File: config.mk
export PLATFORM = sky130hd
export DESIGN_NAME = firebird7_in_gate1_pwrmgmt_ovrd_sequencer
export DESIGN_NICKNAME = d
export VERILOG_FILES = /design/src/rtl/firebird7_in_gate1_pwrmgmt_seq_pkg.sv /design/src/rtl/firebird7_in_gate1_pwrmgmt_seq_timer.sv /design/src/rtl/firebird7_in_gate1_pwrmgmt_ovrd_sequencer.sv
export SDC_FILE = /design/constraint.sdc
export NUM_CORES = 1
export LEC_CHECK = 0
export CORE_ASPECT_RATIO = 0.5
export CORE_UTILIZATION = 30
export DETAILED_ROUTE_END_ITERATION = 16
export PLACE_DENSITY = 0.5
export SLEW_MARGIN = 5
export SYNTH_ARGS = -nofsm -noshare
export SYNTH_HDL_FRONTEND = slang
export SYNTH_SLANG_ARGS = --single-unit
File: constraint.sdc
create_clock -name ijtag_tck -period 2.8 [get_ports ijtag_tck]
set_input_delay 0.56 -clock ijtag_tck [delete_from_list [all_inputs] [get_ports ijtag_tck]]
set_output_delay 0.56 -clock ijtag_tck [all_outputs]
set_load 0.05 [all_outputs]
File: src/rtl/firebird7_in_gate1_pwrmgmt_seq_pkg.sv
// firebird7_in_gate1_pwrmgmt_seq_pkg: shared state encoding and timing defaults for the
// hdspsr power-management override sequencer.
//   state_e        4-bit state codes, stable because the TDR captures them
//   SEQ_*          default counter width and settle/pulse lengths in tck cycles
//   seq_counting   true for states that run the settle counter (and assert seq_busy)
package firebird7_in_gate1_pwrmgmt_seq_pkg;

  localparam int SEQ_CNT_W         = 8;
  localparam int SEQ_ARM_CYC       = 2;
  localparam int SEQ_FS_ENTER_CYC  = 4;
  localparam int SEQ_DS_ENTER_CYC  = 8;
  localparam int SEQ_DS_EXIT_CYC   = 16;
  localparam int SEQ_FS_EXIT_CYC   = 4;
  localparam int SEQ_RST_PULSE_CYC = 3;

  typedef enum logic [3:0] {
    S_FUNC      = 4'd0,
    S_ARM       = 4'd1,
    S_ACTIVE    = 4'd2,
    S_FS_SETTLE = 4'd3,
    S_FAST      = 4'd4,
    S_DS_SETTLE = 4'd5,
    S_DEEP      = 4'd6,
    S_DS_WAKE   = 4'd7,
    S_FS_WAKE   = 4'd8,
    S_RST       = 4'd9,
    S_DISARM    = 4'd10
  } state_e;

  function automatic logic seq_counting(input state_e s);
    return s inside {S_ARM, S_FS_SETTLE, S_DS_SETTLE, S_DS_WAKE, S_FS_WAKE, S_RST, S_DISARM};
  endfunction

endpackage

File: src/rtl/firebird7_in_gate1_pwrmgmt_seq_timer.sv
// firebird7_in_gate1_pwrmgmt_seq_timer: settle down-counter for the override sequencer.
//   ijtag_tck, ijtag_reset  clock, async active-low reset
//   load, load_val          load the counter (takes priority over counting)
//   done                    counter is zero; the counting state exits on the next edge
module firebird7_in_gate1_pwrmgmt_seq_timer #(
  parameter int CNT_W = 8
) (
  input  logic             ijtag_tck,
  input  logic             ijtag_reset,
  input  logic             load,
  input  logic [CNT_W-1:0] load_val,
  output logic             done
);
  logic [CNT_W-1:0] cnt_q, cnt_d;
  always_comb cnt_d = load ? load_val : (cnt_q != '0 ? cnt_q - CNT_W'(1) : cnt_q);
  always_ff @(posedge ijtag_tck or negedge ijtag_reset)
    if (!ijtag_reset) cnt_q <= '0;
    else cnt_q <= cnt_d;
  assign done = cnt_q == '0;
endmodule

File: src/rtl/firebird7_in_gate1_pwrmgmt_ovrd_sequencer.sv
// firebird7_in_gate1_pwrmgmt_ovrd_sequencer: orders and times hdspsr power-management overrides
// requested through the pwrmgmt_ctrl TDR.
//   ijtag_tck, ijtag_reset        clock, async active-low reset
//   req_ovrd_en/fastsleep/deepsleep/async_rst   TDR request bits (same tck domain)
//   hdspsr_*_override, hdspsr_pwr_mgmt_ovrd_en  registered pins to the array
//   seq_busy, seq_state           status for TDR capture
module firebird7_in_gate1_pwrmgmt_ovrd_sequencer
  import firebird7_in_gate1_pwrmgmt_seq_pkg::*;
#(
  parameter int CNT_W         = SEQ_CNT_W,
  parameter int ARM_CYC       = SEQ_ARM_CYC,
  parameter int FS_ENTER_CYC  = SEQ_FS_ENTER_CYC,
  parameter int DS_ENTER_CYC  = SEQ_DS_ENTER_CYC,
  parameter int DS_EXIT_CYC   = SEQ_DS_EXIT_CYC,
  parameter int FS_EXIT_CYC   = SEQ_FS_EXIT_CYC,
  parameter int RST_PULSE_CYC = SEQ_RST_PULSE_CYC
) (
  input  logic       ijtag_tck,
  input  logic       ijtag_reset,
  input  logic       req_ovrd_en,
  input  logic       req_fastsleep,
  input  logic       req_deepsleep,
  input  logic       req_async_rst,
  output logic       hdspsr_pwr_mgmt_ovrd_en,
  output logic       hdspsr_fastsleep_override,
  output logic       hdspsr_deepsleep_override,
  output logic       hdspsr_async_rst_override,
  output logic       seq_busy,
  output logic [3:0] seq_state
);
  localparam int MAX_CYC = 2 ** CNT_W;
  if (ARM_CYC < 1 || ARM_CYC >= MAX_CYC || FS_ENTER_CYC < 1 || FS_ENTER_CYC >= MAX_CYC ||
      DS_ENTER_CYC < 1 || DS_ENTER_CYC >= MAX_CYC || DS_EXIT_CYC < 1 || DS_EXIT_CYC >= MAX_CYC ||
      FS_EXIT_CYC < 1 || FS_EXIT_CYC >= MAX_CYC || RST_PULSE_CYC < 1 || RST_PULSE_CYC >= MAX_CYC)
  begin : g_bad_cyc
    $error("pwrmgmt sequencer: every *_CYC must be in [1, 2**CNT_W)");
  end

  state_e           state_q, state_d;
  logic             rst_pend_q, rst_pend_d, prev_rst_q, done, load;
  logic [CNT_W-1:0] load_val;
  logic [4:0]       out_q, out_d;

  firebird7_in_gate1_pwrmgmt_seq_timer #(.CNT_W(CNT_W)) u_timer (
    .ijtag_tck  (ijtag_tck),
    .ijtag_reset(ijtag_reset),
    .load       (load),
    .load_val   (load_val),
    .done       (done)
  );

  always_comb begin
    state_d = state_q;
    case (state_q)
      S_FUNC:      if (req_ovrd_en) state_d = S_ARM;
      S_ARM:       if (done) state_d = S_ACTIVE;
      S_ACTIVE:    state_d = !req_ovrd_en ? S_DISARM : rst_pend_q ? S_RST :
                             (req_fastsleep || req_deepsleep) ? S_FS_SETTLE : S_ACTIVE;
      S_FS_SETTLE: if (done) state_d = S_FAST;
      S_FAST:      state_d = (!req_ovrd_en || !(req_fastsleep || req_deepsleep)) ? S_FS_WAKE :
                             req_deepsleep ? S_DS_SETTLE : S_FAST;
      S_DS_SETTLE: if (done) state_d = S_DEEP;
      S_DEEP:      if (!req_ovrd_en || !req_deepsleep) state_d = S_DS_WAKE;
      S_DS_WAKE:   if (done) state_d = S_FAST;
      S_FS_WAKE:   if (done) state_d = S_ACTIVE;
      S_RST:       if (done) state_d = S_ACTIVE;
      S_DISARM:    if (done) state_d = S_FUNC;
      default:     state_d = S_FUNC;
    endcase
  end

  // Counter is loaded with X_CYC-1 on the edge that enters a counting state, so the state
  // holds for exactly X_CYC cycles. No counting state leads directly into another.
  always_comb begin
    load     = state_d != state_q && seq_counting(state_d);
    load_val = state_d == S_ARM       ? CNT_W'(ARM_CYC - 1) :
               state_d == S_FS_SETTLE ? CNT_W'(FS_ENTER_CYC - 1) :
               state_d == S_DS_SETTLE ? CNT_W'(DS_ENTER_CYC - 1) :
               state_d == S_DS_WAKE   ? CNT_W'(DS_EXIT_CYC - 1) :
               state_d == S_FS_WAKE   ? CNT_W'(FS_EXIT_CYC - 1) :
               state_d == S_RST       ? CNT_W'(RST_PULSE_CYC - 1) :
               state_d == S_DISARM    ? CNT_W'(ARM_CYC - 1) : '0;
  end

  // A reset request raised during sleep is held until ACTIVE is reached again.
  always_comb
    rst_pend_d = (!req_ovrd_en || (state_d == S_RST && state_q != S_RST)) ? 1'b0 :
                 (req_async_rst && !prev_rst_q) ? 1'b1 : rst_pend_q;

  // Pins are decoded from the next state so they change on the same edge as seq_state.
  always_comb
    out_d = {seq_counting(state_d),
             state_d == S_RST,
             state_d inside {S_DS_SETTLE, S_DEEP},
             state_d inside {S_FS_SETTLE, S_FAST, S_DS_SETTLE, S_DEEP, S_DS_WAKE},
             state_d != S_FUNC};

  always_ff @(posedge ijtag_tck or negedge ijtag_reset)
    if (!ijtag_reset) begin
      state_q    <= S_FUNC;
      rst_pend_q <= 1'b0;
      prev_rst_q <= 1'b0;
      out_q      <= '0;
    end else begin
      state_q    <= state_d;
      rst_pend_q <= rst_pend_d;
      prev_rst_q <= req_async_rst;
      out_q      <= out_d;
    end

  assign {seq_busy, hdspsr_async_rst_override, hdspsr_deepsleep_override,
          hdspsr_fastsleep_override, hdspsr_pwr_mgmt_ovrd_en} = out_q;
  assign seq_state = state_q;
endmodule

### Word-level counts from Yosys, hierarchy flattened

Cells that the tools add are included.

* output and inout port bits: 9
* bits in registers: 19

* multiplexer cells: 23
* add/subtract/negate cells: 1
* reductions and logical operators: 22
* equal/unequal tests: 21

Operators by type and width (number)
* $mux W4: 13
* $eq A4 B3 Y1 const B: 8
* $pmux W4 S8: 1
* $eq A4 B4 Y1 const B: 6
* $mux W8: 2
* $eq A4 B2 Y1 const B: 3
* $eq A4 B1 Y1 const B: 2
* $logic_not A8 Y1: 1
* $reduce_bool A8 Y1: 1
* $sub A8 B1 Y8 const B: 1
* $reduce_bool A7 Y1: 1
* $reduce_bool A2 Y1: 3
* $mux W1: 5
* $reduce_bool A5 Y1: 1
* $logic_not A1 Y1: 4
* $logic_not A4 Y1: 1
* $logic_or A1 B1 Y1: 4
* $mux W2: 2
* $ne A4 B4 Y1: 1
* $ne A4 B4 Y1 const B: 1
* $reduce_bool A4 Y1: 1
* $logic_and A1 B1 Y1: 3
* $reduce_or A3 Y1: 1
* $reduce_or A2 Y1: 1

### Logic depth before layout (Yosys ltp)

Gate-level depths: netlist of run 1.

* depth after elaboration: 14
* depth in mapped cells: 10
* mapped depth without buffers: 8

### Hierarchy

Synthesis of run 1 repeated with hierarchy kept, for this count alone.

* cell total of the unflattened synthesis: 134
* area total of the unflattened synthesis: 1204.9 um^2

Modules (own cells, without submodules)
* firebird7_in_gate1_pwrmgmt_ovrd_sequencer: instances 1, area each 718.2 um^2, cells each 79, sequential area each 275.3 um^2
* firebird7_in_gate1_pwrmgmt_seq_timer: instances 1, area each 486.7 um^2, cells each 55, sequential area each 200.2 um^2

### Least setup slack after synthesis of run 1

No wires, ideal clock.

* kind: register to register
* start point: register u_timer.cnt_q[0]
* end point: register u_timer.cnt_q[1]
* library setup time: 120 ps
* arrival time: 2400 ps
* setup slack: 280 ps
* cell stages (with the launch flop): 10
* required time: 2680 ps
* path through: dfrtp_1 -> inv_1 -> ha_1 -> or4b_4 -> nand2b_4 -> buf_6 -> a221oi_2 -> o22ai_2 -> or4_1 -> and3_1

* cells in the longest elaborated chain, start to end: 11
* elaborated cells on any way between the ends: 27
* those cells by class: 1 x add/sub; 8 x eq/ne; 13 x mux; 5 x reduce/logical

RTL lines
* start, declared: RTL line firebird7_in_gate1_pwrmgmt_seq_timer.sv:14 `logic [CNT_W-1:0] cnt_q, cnt_d;`
* start signal, assigned: RTL line firebird7_in_gate1_pwrmgmt_seq_timer.sv:18 `else cnt_q <= cnt_d;`
* $logic_not A8 Y1 *: RTL line firebird7_in_gate1_pwrmgmt_seq_timer.sv:19 `assign done = cnt_q == '0;`
* $mux W4, on equally long branches
* $pmux W4 S8 *: RTL line firebird7_in_gate1_pwrmgmt_ovrd_sequencer.sv:54 `case (state_q)`
* named net state_d[1]: RTL line firebird7_in_gate1_pwrmgmt_ovrd_sequencer.sv:39 `state_e state_q, state_d;`
* $eq A4 B4 Y1: RTL line firebird7_in_gate1_pwrmgmt_seq_pkg.sv:31, firebird7_in_gate1_pwrmgmt_ovrd_sequencer.sv:81
* $mux W2: RTL line firebird7_in_gate1_pwrmgmt_ovrd_sequencer.sv:81 `state_d == S_RST ? CNT_W'(RST_PULSE_CYC - 1) :`
* $mux W2: RTL line firebird7_in_gate1_pwrmgmt_ovrd_sequencer.sv:80 `state_d == S_FS_WAKE ? CNT_W'(FS_EXIT_CYC - 1) :`
* $mux W4: RTL line firebird7_in_gate1_pwrmgmt_ovrd_sequencer.sv:79 `state_d == S_DS_WAKE ? CNT_W'(DS_EXIT_CYC - 1) :`
* $mux W4: RTL line firebird7_in_gate1_pwrmgmt_ovrd_sequencer.sv:78 `state_d == S_DS_SETTLE ? CNT_W'(DS_ENTER_CYC - 1) :`
* $mux W4: RTL line firebird7_in_gate1_pwrmgmt_ovrd_sequencer.sv:77 `state_d == S_FS_SETTLE ? CNT_W'(FS_ENTER_CYC - 1) :`
* $mux W4: RTL line firebird7_in_gate1_pwrmgmt_ovrd_sequencer.sv:76 `load_val = state_d == S_ARM ? CNT_W'(ARM_CYC - 1) :`
* $mux W8: RTL line firebird7_in_gate1_pwrmgmt_seq_timer.sv:15 `always_comb cnt_d = load ? load_val : (cnt_q != '0 ? cnt_q - CNT_W'(1) : cnt_q);`

Mark *: on every way through the listed nets, which the timed path passes. The rest lies on a longest branch. The select of a mux whose other input is x is not followed.
A chain may end at the register's enable or synchronous reset.

### Final worst setup path of run 1

* start point: register u_timer.cnt_q[0]
* end point: register u_timer.cnt_q[3]

* cells in the longest elaborated chain, start to end: 9
* elaborated cells on any way between the ends: 25
* those cells by class: 1 x add/sub; 8 x eq/ne; 11 x mux; 5 x reduce/logical

RTL lines (RTL line)
* $logic_not A8 Y1: firebird7_in_gate1_pwrmgmt_seq_timer.sv:19
* $mux W4, on equally long branches
* $pmux W4 S8: firebird7_in_gate1_pwrmgmt_ovrd_sequencer.sv:54
* $eq A4 B3 Y1: firebird7_in_gate1_pwrmgmt_seq_pkg.sv:31, firebird7_in_gate1_pwrmgmt_ovrd_sequencer.sv:79
* $mux W4: firebird7_in_gate1_pwrmgmt_ovrd_sequencer.sv:79
* $mux W4: firebird7_in_gate1_pwrmgmt_ovrd_sequencer.sv:78
* $mux W4: firebird7_in_gate1_pwrmgmt_ovrd_sequencer.sv:77
* $mux W4: firebird7_in_gate1_pwrmgmt_ovrd_sequencer.sv:76
* $mux W8: firebird7_in_gate1_pwrmgmt_seq_timer.sv:15

Parallel ways exist; a longest one is shown, timed or not. The select of a mux whose other input is x is not followed.

==> impl_metrics.prom, run 1 <==
# TYPE chip_impl_metric gauge
chip_impl_metric{name="postSynthAreaPerCell",unit="sq um"} 9.37
chip_impl_metric{name="initial_core_util",unit="%"} 32.0
chip_impl_metric{name="share_comb_of_total_power",unit="%"} 59.9
chip_impl_metric{name="ir_worst_vdd",unit="uV"} 484
chip_impl_metric{name="initial_drc_count",unit=""} 37
chip_impl_info{name="synth.top_cells.by_count",value="19 x sky130_fd_sc_hd__dfrtp_1, 14 x sky130_fd_sc_hd__nor2_1, 10 x sky130_fd_sc_hd__inv_1, 7 x sky130_fd_sc_hd__nand2_1"} 1
chip_impl_metric{name="critPathMaxFanout",unit=""} 9
chip_impl_metric{name="syn_area",unit="sq um"} 1120
chip_impl_metric{name="areaGrowthSynthToFinish",unit="%"} 25.5
chip_impl_metric{name="slew_headroom",unit="%"} 65.2
chip_impl_metric{name="synthesis.yosys.warnings",unit=""} 0
chip_impl_info{name="critical_path_class",value="reg2reg"} 1
chip_impl_metric{name="pwr-share-clk",unit="%"} 11.2
chip_impl_metric{name="postCtsHoldBufs",unit=""} 0
chip_impl_metric{name="yosys.area.top_type_share",unit="%"} 42.3
chip_impl_metric{name="floorplan.die.width",unit="um"} 88.6
chip_impl_metric{name="number_of_iterations_in_the_first_detailed_routing_pass",unit=""} 4
chip_impl_info{name="root_buffer",value="sky130_fd_sc_hd__clkbuf_8"} 1
chip_impl_info{name="yosys.area.top_type",value="sky130_fd_sc_hd__dfrtp_1"} 1
chip_impl_metric{name="min_period",unit="ns"} 2.61
chip_impl_metric{name="syn_inst",unit=""} 120
chip_impl_metric{name="buffer_ports.inserted",unit=""} 14
chip_impl_info{name="outcome",value="finished, final reports clean"} 1
chip_impl_info{name="hold_path_class",value="reg2reg"} 1
chip_impl_metric{name="number_of_vias_per_cell_after_detailed_routing",unit=""} 4.68
chip_impl_metric{name="setup_viol",unit=""} 0
chip_impl_metric{name="final_min_period_over_clock_period",unit="%"} 93.1
chip_impl_metric{name="ports_placed_on_the_boundary",unit=""} 15
chip_impl_metric{name="cellInternalPower",unit="uW"} 900
chip_impl_metric{name="vias",unit=""} 899
chip_impl_info{name="critical_path.endpoint_type",value="register"} 1
chip_impl_metric{name="cap_viol_max_count",unit=""} 0
chip_impl_metric{name="synthDistinctLibCells",unit=""} 47
chip_impl_metric{name="htreeDepth",unit=""} 1
chip_impl_info{name="cts_tree",value="built"} 1
chip_impl_metric{name="max_slew.worst_pin.slew",unit="ns"} 0.521
chip_impl_metric{name="ys_async_sr_fraction",unit="%"} 100
chip_impl_metric{name="multiInputGateArea",unit="sq um"} 582
chip_impl_metric{name="grt_max_degree",unit=""} 20
chip_impl_info{name="rsz_0062_raised_after_global_routing",value="no"} 1
chip_impl_metric{name="number_of_sinks_driven_by_the_clock_tree",unit=""} 19
chip_impl_info{name="synth_top_cells_by_area",value="sky130_fd_sc_hd__dfrtp_1 42%, sky130_fd_sc_hd__nor2_1 4.7%, sky130_fd_sc_hd__inv_1 3.3%"} 1
chip_impl_metric{name="final_design_area_no_fill",unit="sq um"} 1410
chip_impl_metric{name="antenna_left",unit=""} 0
chip_impl_metric{name="gp_routability_congestion",unit=""} 0.800
chip_impl_metric{name="rows",unit=""} 15
chip_impl_metric{name="vert_die_dim",unit="um"} 45.3
chip_impl_metric{name="fp.coreArea",unit="sq um"} 3510
chip_impl_metric{name="totalNegativeSetupSlack",unit="ns"} 0
chip_impl_metric{name="critical_path_required",unit="ns"} 2.96
chip_impl_metric{name="report.final.hold_viol_count",unit=""} 0
chip_impl_metric{name="grt_antenna_before_repair",unit=""} 0
chip_impl_metric{name="placed_instance_area",unit="sq um"} 1370
chip_impl_metric{name="finalWirelength",unit="um"} 2340
chip_impl_metric{name="synth_nets",unit=""} 127
chip_impl_metric{name="power_per_cell_area",unit="nW/um^2"} 1190
chip_impl_info{name="most_repeated_cell_in_the_gate_level_netlist_after_synthesis",value="sky130_fd_sc_hd__dfrtp_1"} 1
chip_impl_metric{name="number_of_flops_mapped_to_enable_cells_by_yosys",unit=""} 0
chip_impl_metric{name="finalMaxSlewViolations",unit=""} 0
chip_impl_metric{name="finish.net_count",unit=""} 149
chip_impl_metric{name="critPathArrivalTime",unit="ns"} 2.77
chip_impl_metric{name="clock.fmax",unit="GHz"} 0.384
chip_impl_metric{name="grt_pass1_vias",unit=""} 849
chip_impl_metric{name="design.die.area",unit="sq um"} 4010
chip_impl_metric{name="grtUsageTotal",unit="%"} 13.4
chip_impl_metric{name="ratio_of_cells_with_drive_above_1_in_the_final_layout",unit="%"} 13.5
chip_impl_metric{name="place_hpwl",unit="um"} 1820
chip_impl_metric{name="mean_routed_wirelength_per_cell",unit="um"} 12.2
chip_impl_metric{name="power_switching_share",unit="%"} 46.4
chip_impl_metric{name="cts-buffers-inserted",unit=""} 3
chip_impl_metric{name="net_switching_power",unit="uW"} 779
chip_impl_metric{name="register_area",unit="sq um"} 475
chip_impl_metric{name="postCtsSetupRepairBufs",unit=""} 0
chip_impl_info{name="synth_flop_cell",value="sky130_fd_sc_hd__dfrtp_1"} 1
chip_impl_metric{name="finClkSkew",unit="ns"} 0.00580
chip_impl_metric{name="global_route_wire_length_before_repair",unit="um"} 3990
chip_impl_metric{name="worstSkewPairLatency",unit="ns"} 0.25
chip_impl_metric{name="path_clk_slew",unit="ns"} 0.07
chip_impl_metric{name="cts_max_path_buffers",unit=""} 2
chip_impl_metric{name="antennaDiodeCount",unit=""} 0
chip_impl_metric{name="pwr-share-seq",unit="%"} 29.0
chip_impl_metric{name="p_leak",unit="uW"} 0.000637
chip_impl_metric{name="grt.overflow.total",unit=""} 0
chip_impl_metric{name="filler_cells",unit=""} 352
chip_impl_info{name="timing.critical_path.from_type",value="register"} 1
chip_impl_metric{name="drc",unit=""} 0
chip_impl_metric{name="cts.repair.resized",unit=""} 0
chip_impl_metric{name="ys_ff_latch",unit=""} 19
chip_impl_metric{name="seq_area_frac_synth",unit="%"} 42.3
## cells in the final DEF, fill, tap and decap left out, types with 2 or more instances in the layout
| cell | synthesis | layout |
|---|---|---|
| sky130_fd_sc_hd__and3_1 | 3 | 3 |
| sky130_fd_sc_hd__nor3_1 | 2 | 2 |
| sky130_fd_sc_hd__o22ai_1 | 2 | 2 |
| sky130_fd_sc_hd__nor3b_1 | 2 | 2 |
| sky130_fd_sc_hd__a21oi_1 | 5 | 5 |
| sky130_fd_sc_hd__xnor2_1 | 3 | 3 |
| sky130_fd_sc_hd__nand3_1 | 2 | 2 |
| sky130_fd_sc_hd__o21ai_0 | 4 | 4 |
| sky130_fd_sc_hd__nand2_1 | 7 | 7 |
| sky130_fd_sc_hd__o21ai_1 | 2 | 2 |
| sky130_fd_sc_hd__nor2_1 | 14 | 14 |
| sky130_fd_sc_hd__nor4_1 | 2 | 2 |
| sky130_fd_sc_hd__inv_1 | 10 | 10 |
| sky130_fd_sc_hd__clkbuf_8 | 0 | 3 |
| sky130_fd_sc_hd__clkdlybuf4s50_1 | 0 | 14 |
| sky130_fd_sc_hd__o211ai_1 | 2 | 2 |
| sky130_fd_sc_hd__nand2b_1 | 2 | 2 |
| sky130_fd_sc_hd__xor2_1 | 4 | 4 |
| sky130_fd_sc_hd__nor2b_1 | 2 | 2 |
| sky130_fd_sc_hd__dfrtp_1 | 19 | 19 |
| sky130_fd_sc_hd__buf_4 | 0 | 9 |
## cell type report
class | count | area share [%]
timing repair buffer | 23 | 14.7
multi-input combinational | 85 | 41.2
clock buffer | 4 | 3.19
sequential | 19 | 33.7
inverter | 10 | 2.66
tap | 51 | 4.52
## kinds of logic (layout without fill, tap and decap cells)
logic type      after synthesis  in the layout  share of synthesized area [%]
flops                        19             19                           42.3
simple gates                 47             47                           24.7
fa+ha+maj                     1              1                           1.11
mux                           1              1                          0.890
xor+xnor                      7              7                           5.45
buf+inv                      16             37                           6.01
compound gates               29             29                           19.6
## routing by layer
layer / wire length, um / part of all wire (%) / global-route usage, %
met1: 1320 / 56 / 19.9
met2: 948 / 40 / 19.7
met3: 68 / 2.9 / 3.84
met4: 6 / 0.26 / 1.94
met5: 0 / 0 / 0
## state kept, by name, indices dropped and copies added (netlist names)
| signal | count |
|---|---|
| rst_pend_q | 1 |
| out_q | 5 |
| seq_state | 4 |
| prev_rst_q | 1 |
| u_timer.cnt_q | 8 |
## worst max-delay path, stage by stage (launching register included)
cell and delay (ns):
sky130_fd_sc_hd__dfrtp_1 0.40, sky130_fd_sc_hd__inv_1 0.07, sky130_fd_sc_hd__ha_1 0.19, sky130_fd_sc_hd__or4b_4 0.49, sky130_fd_sc_hd__nand2b_4 0.21, sky130_fd_sc_hd__a311oi_2 0.41, sky130_fd_sc_hd__and3_1 0.34, sky130_fd_sc_hd__nor2_1 0.11
sky130_fd_sc_hd__o32ai_1 0.27
## path summary, 6_finish.rpt
| check | endpoint | cells after the start | slack [ns] | from |
|---|---|---|---|---|
| hold / removal | rst_pend_q | 3 | 0.56 | prev_rst_q |
| setup / recovery | u_timer.cnt_q[3] | 8 | 0.19 | u_timer.cnt_q[0] |
| hold reg to reg | rst_pend_q | 3 | 0.56 | prev_rst_q |
| setup reg to reg | u_timer.cnt_q[3] | 8 | 0.19 | u_timer.cnt_q[0] |
| min in group asynchronous | seq_state[3] | 2 | 0.63 | ijtag_reset |
| max in group asynchronous | out_q[3] | 2 | 1.97 | ijtag_reset |
## power groups by stage
stage | clock network (uW) | logic [uW] | registers, uW
after detailed placement | 0 | 1000 | 493
after floorplan | 0 | 589 | 615
final | 188 | 1000 | 486
after CTS | 198 | 1010 | 488
after global placement | 0 | 1010 | 491
after global routing | 215 | 1100 | 506
## stage by stage
stage | hold slack (ns) | cells | setup WS (ns) | total power, uW | utilization [%]
after floorplan | 0.264 | 120 | 0.280 | 1200 | -
after CTS | 0.564 | 192 | 0.182 | 1700 | 40.2
after detailed placement | 0.553 | 188 | 0.113 | 1500 | 38.9
after global routing | 0.619 | 192 | 0.00907 | 1820 | 40.2
final | 0.562 | 192 | 0.194 | 1680 | 40.2
after global placement | 0.549 | 188 | 0.165 | 1500 | 38.9
(Power assumes the default switching activity.)
==> run 2: changes to the inputs <==
CAP_MARGIN = 20   (was unset)
CTS_CLUSTER_DIAMETER = 120   (was unset)
==> results of run 2 <==
Final layout, timing and power as in run 1 (identical DEF).
==> run 3: changes to the inputs <==
DONT_BUFFER_PORTS = 1   (was unset)
PLACE_DENSITY = 0.45   (was 0.5)
==> impl_metrics.prom, run 3 (synthesized netlist as in run 1, its figures left out) <==
# TYPE chip_impl_metric gauge
chip_impl_info{name="outcome",value="finished, final reports clean"} 1
chip_impl_metric{name="ratio_of_cells_with_drive_above_1_in_the_final_layout",unit="%"} 15.1
chip_impl_metric{name="number_of_sinks_driven_by_the_clock_tree",unit=""} 19
chip_impl_metric{name="cts_max_path_buffers",unit=""} 2
chip_impl_metric{name="grt_max_degree",unit=""} 20
chip_impl_metric{name="critPathMaxFanout",unit=""} 9
chip_impl_metric{name="power_per_cell_area",unit="nW/um^2"} 1260
chip_impl_metric{name="design.die.area",unit="sq um"} 4010
chip_impl_info{name="final_cell_mix",value="19 x sky130_fd_sc_hd__dfrtp_1, 14 x sky130_fd_sc_hd__nor2_1, 10 x sky130_fd_sc_hd__inv_1"} 1
chip_impl_info{name="most_frequent_standard_cell_in_the_layout_excluding_fill_and_tap_cells",value="sky130_fd_sc_hd__dfrtp_1"} 1
chip_impl_metric{name="cpPeakStageDelay",unit="ns"} 0.49
chip_impl_metric{name="min_delay_path_depth",unit=""} 0
chip_impl_metric{name="grt_antenna_before_repair",unit=""} 0
chip_impl_info{name="cts_tree",value="built"} 1
chip_impl_metric{name="grt.overflow.total",unit=""} 0
chip_impl_metric{name="filler_cells",unit=""} 364
chip_impl_metric{name="global_route_wire_length_before_repair",unit="um"} 4030
chip_impl_metric{name="rows",unit=""} 15
chip_impl_metric{name="initial_drc_count",unit=""} 8
chip_impl_metric{name="vert_die_dim",unit="um"} 45.3
chip_impl_metric{name="finalWirelength",unit="um"} 2560
chip_impl_metric{name="grt_pass1_vias",unit=""} 796
chip_impl_metric{name="cap_viol_max_count",unit=""} 0
chip_impl_info{name="root_buffer",value="sky130_fd_sc_hd__clkbuf_8"} 1
chip_impl_metric{name="critPathArrivalTime",unit="ns"} 2.76
chip_impl_metric{name="number_of_iterations_in_the_first_detailed_routing_pass",unit=""} 4
chip_impl_metric{name="path_clk_slew",unit="ns"} 0.07
chip_impl_metric{name="worst-r2r-cell-count",unit=""} 8
chip_impl_metric{name="vias",unit=""} 880
chip_impl_info{name="timing.critical_path.from_type",value="register"} 1
chip_impl_metric{name="min_period",unit="ns"} 2.59
chip_impl_metric{name="report.final.hold_viol_count",unit=""} 0
chip_impl_metric{name="final_min_period_over_clock_period",unit="%"} 92.4
chip_impl_metric{name="gp_routability_congestion",unit=""} 0.756
chip_impl_metric{name="clock.fmax",unit="GHz"} 0.387
chip_impl_metric{name="drc",unit=""} 0
chip_impl_metric{name="finClkSkew",unit="ns"} 0.00358
chip_impl_info{name="endpoint_of_the_worst_slack_reg_to_reg_timing_path",value="u_timer.cnt_q[3]"} 1
chip_impl_info{name="rsz_0062_raised_after_global_routing",value="no"} 1
chip_impl_metric{name="ports_placed_on_the_boundary",unit=""} 15
chip_impl_metric{name="finish.net_count",unit=""} 134
chip_impl_metric{name="final_design_area_no_fill",unit="sq um"} 1280
chip_impl_metric{name="slew_headroom",unit="%"} 42.0
chip_impl_metric{name="finalMaxSlewViolations",unit=""} 0
chip_impl_metric{name="mean_routed_wirelength_per_cell",unit="um"} 14.5
chip_impl_metric{name="number_of_vias_per_cell_after_detailed_routing",unit=""} 4.97
chip_impl_metric{name="cts-buffers-inserted",unit=""} 3
chip_impl_metric{name="htreeDepth",unit=""} 1
chip_impl_metric{name="setup_viol",unit=""} 0
chip_impl_metric{name="largest_register_ff_count",unit=""} 8
chip_impl_metric{name="antennaDiodeCount",unit=""} 0
chip_impl_info{name="worstHoldStart",value="req_async_rst"} 1
chip_impl_info{name="critical_path_class",value="reg2reg"} 1
chip_impl_metric{name="fp.coreArea",unit="sq um"} 3510
chip_impl_info{name="crit_chain",value="inv_1 -> ha_1 -> or4b_4 -> nand2b_4 -> a311oi_4 -> and3_2 -> nor2_1 -> o32ai_1"} 1
chip_impl_metric{name="buffer_ports.inserted",unit=""} 0
chip_impl_info{name="hold_path_class",value="in2reg"} 1
chip_impl_info{name="critical_path.endpoint_type",value="register"} 1
chip_impl_metric{name="r2r_slack",unit="ns"} 0.21
chip_impl_metric{name="initial_core_util",unit="%"} 32.0
chip_impl_metric{name="antenna_left",unit=""} 0
chip_impl_info{name="timing.rr.start",value="u_timer.cnt_q[0]"} 1
chip_impl_metric{name="grtUsageTotal",unit="%"} 14.2
chip_impl_metric{name="areaGrowthSynthToFinish",unit="%"} 13.8
chip_impl_metric{name="totalNegativeSetupSlack",unit="ns"} 0
chip_impl_metric{name="max_slew.worst_pin.slew",unit="ns"} 0.867
chip_impl_info{name="hold_path_end",value="prev_rst_q"} 1
chip_impl_metric{name="floorplan.die.width",unit="um"} 88.6
chip_impl_metric{name="p_leak",unit="uW"} 0.000586
chip_impl_metric{name="worstSkewPairLatency",unit="ns"} 0.26
chip_impl_metric{name="place_hpwl",unit="um"} 1860
chip_impl_metric{name="placed_instance_area",unit="sq um"} 1210
chip_impl_metric{name="ir_worst_vdd",unit="uV"} 451
chip_impl_metric{name="critical_path_required",unit="ns"} 2.97
chip_impl_info{name="largest_register",value="u_timer.cnt_q"} 1
chip_impl_info{name="critPathSlowestCell",value="sky130_fd_sc_hd__or4b_4"} 1
==> run 3: cell types whose count changed in the layout (fill, tap and decap cells not counted) <==
cell,previous run,this run
sky130_fd_sc_hd__a311oi_2,1,0
sky130_fd_sc_hd__a311oi_4,0,1
sky130_fd_sc_hd__and3_1,3,2
sky130_fd_sc_hd__and3_2,0,1
sky130_fd_sc_hd__buf_4,9,7
sky130_fd_sc_hd__clkbuf_1,1,0
sky130_fd_sc_hd__clkdlybuf4s50_1,14,0
sky130_fd_sc_hd__clkinv_2,0,1
sky130_fd_sc_hd__dlygate4sd3_1,0,1
==> run 3: where the power goes <==
group	switching (uW)	internal, uW
sequential	190	378
clock	95.5	99.1
combinational	512	342
==> run 3: how the worst max path moves through the flow <==
| stage | startpoint | endpoint |
|---|---|---|
| after global routing | u_timer.cnt_q[0] | u_timer.cnt_q[3] |
| after floorplan | u_timer.cnt_q[0] | u_timer.cnt_q[1] |
| after CTS | u_timer.cnt_q[0] | u_timer.cnt_q[3] |
| final | u_timer.cnt_q[0] | u_timer.cnt_q[3] |
| after detailed placement | u_timer.cnt_q[0] | u_timer.cnt_q[3] |
| after global placement | u_timer.cnt_q[0] | u_timer.cnt_q[3] |
==> run 3: area by class of cell <==
| type | count | area (sq um) | area share (%) |
|---|---|---|---|
| inverter | 10 | 37.5 | 2.93 |
| sequential | 19 | 475 | 37.1 |
| timing repair buffer | 8 | 62.6 | 4.89 |
| multi-input combinational | 85 | 594 | 46.4 |
| clock inverter | 1 | 5.00 | 0.391 |
| clock buffer | 3 | 41.3 | 3.23 |
| tap | 51 | 63.8 | 4.99 |
==> run 3: timing repair <==
item,4_1_cts,5_1_grt
hold endpoints to repair,19,0
setup endpoints to repair,0,1
buffers inserted,0,0
hold buffers,1,0
gates resized for setup,0,2
==> run 3: routing by layer <==
metal | vias up | wire, um | GRT usage, % | share of wire (%)
met4 | 0 | 30 | 5.81 | 1.2
met3 | 4 | 99 | 5.30 | 3.9
li1 | 440 | - | - | -
met1 | 420 | 1350 | 19.4 | 53
met2 | 16 | 1070 | 20.3 | 42
met5 | - | 0 | 0 | 0
==> run 3: metrics by stage <==
stage          power, uW  setup WS [ns]  std cells  hold slack, ns  utilization, %
2_1_floorplan       1200          0.280        120           0.264               -
3_3_place_gp        1410          0.135        172           0.265            34.5
3_5_place_dp        1400          0.109        172           0.265            34.5
4_1_cts             1620         0.0769        177           0.309            36.1
5_1_grt             1740         0.0366        177           0.301            36.5
6_report            1620          0.214        177           0.323            36.5
==> run 3: critical path: cells and delay by family, from the launching register on <==
family | cells | cell delay (ns)
adders and majority gates | 1 | 0.19
DFF | 1 | 0.41
and+or+nand+nor | 4 | 1.16
buffers and inverters | 1 | 0.07
AOI/OAI and AO/OA | 2 | 0.66
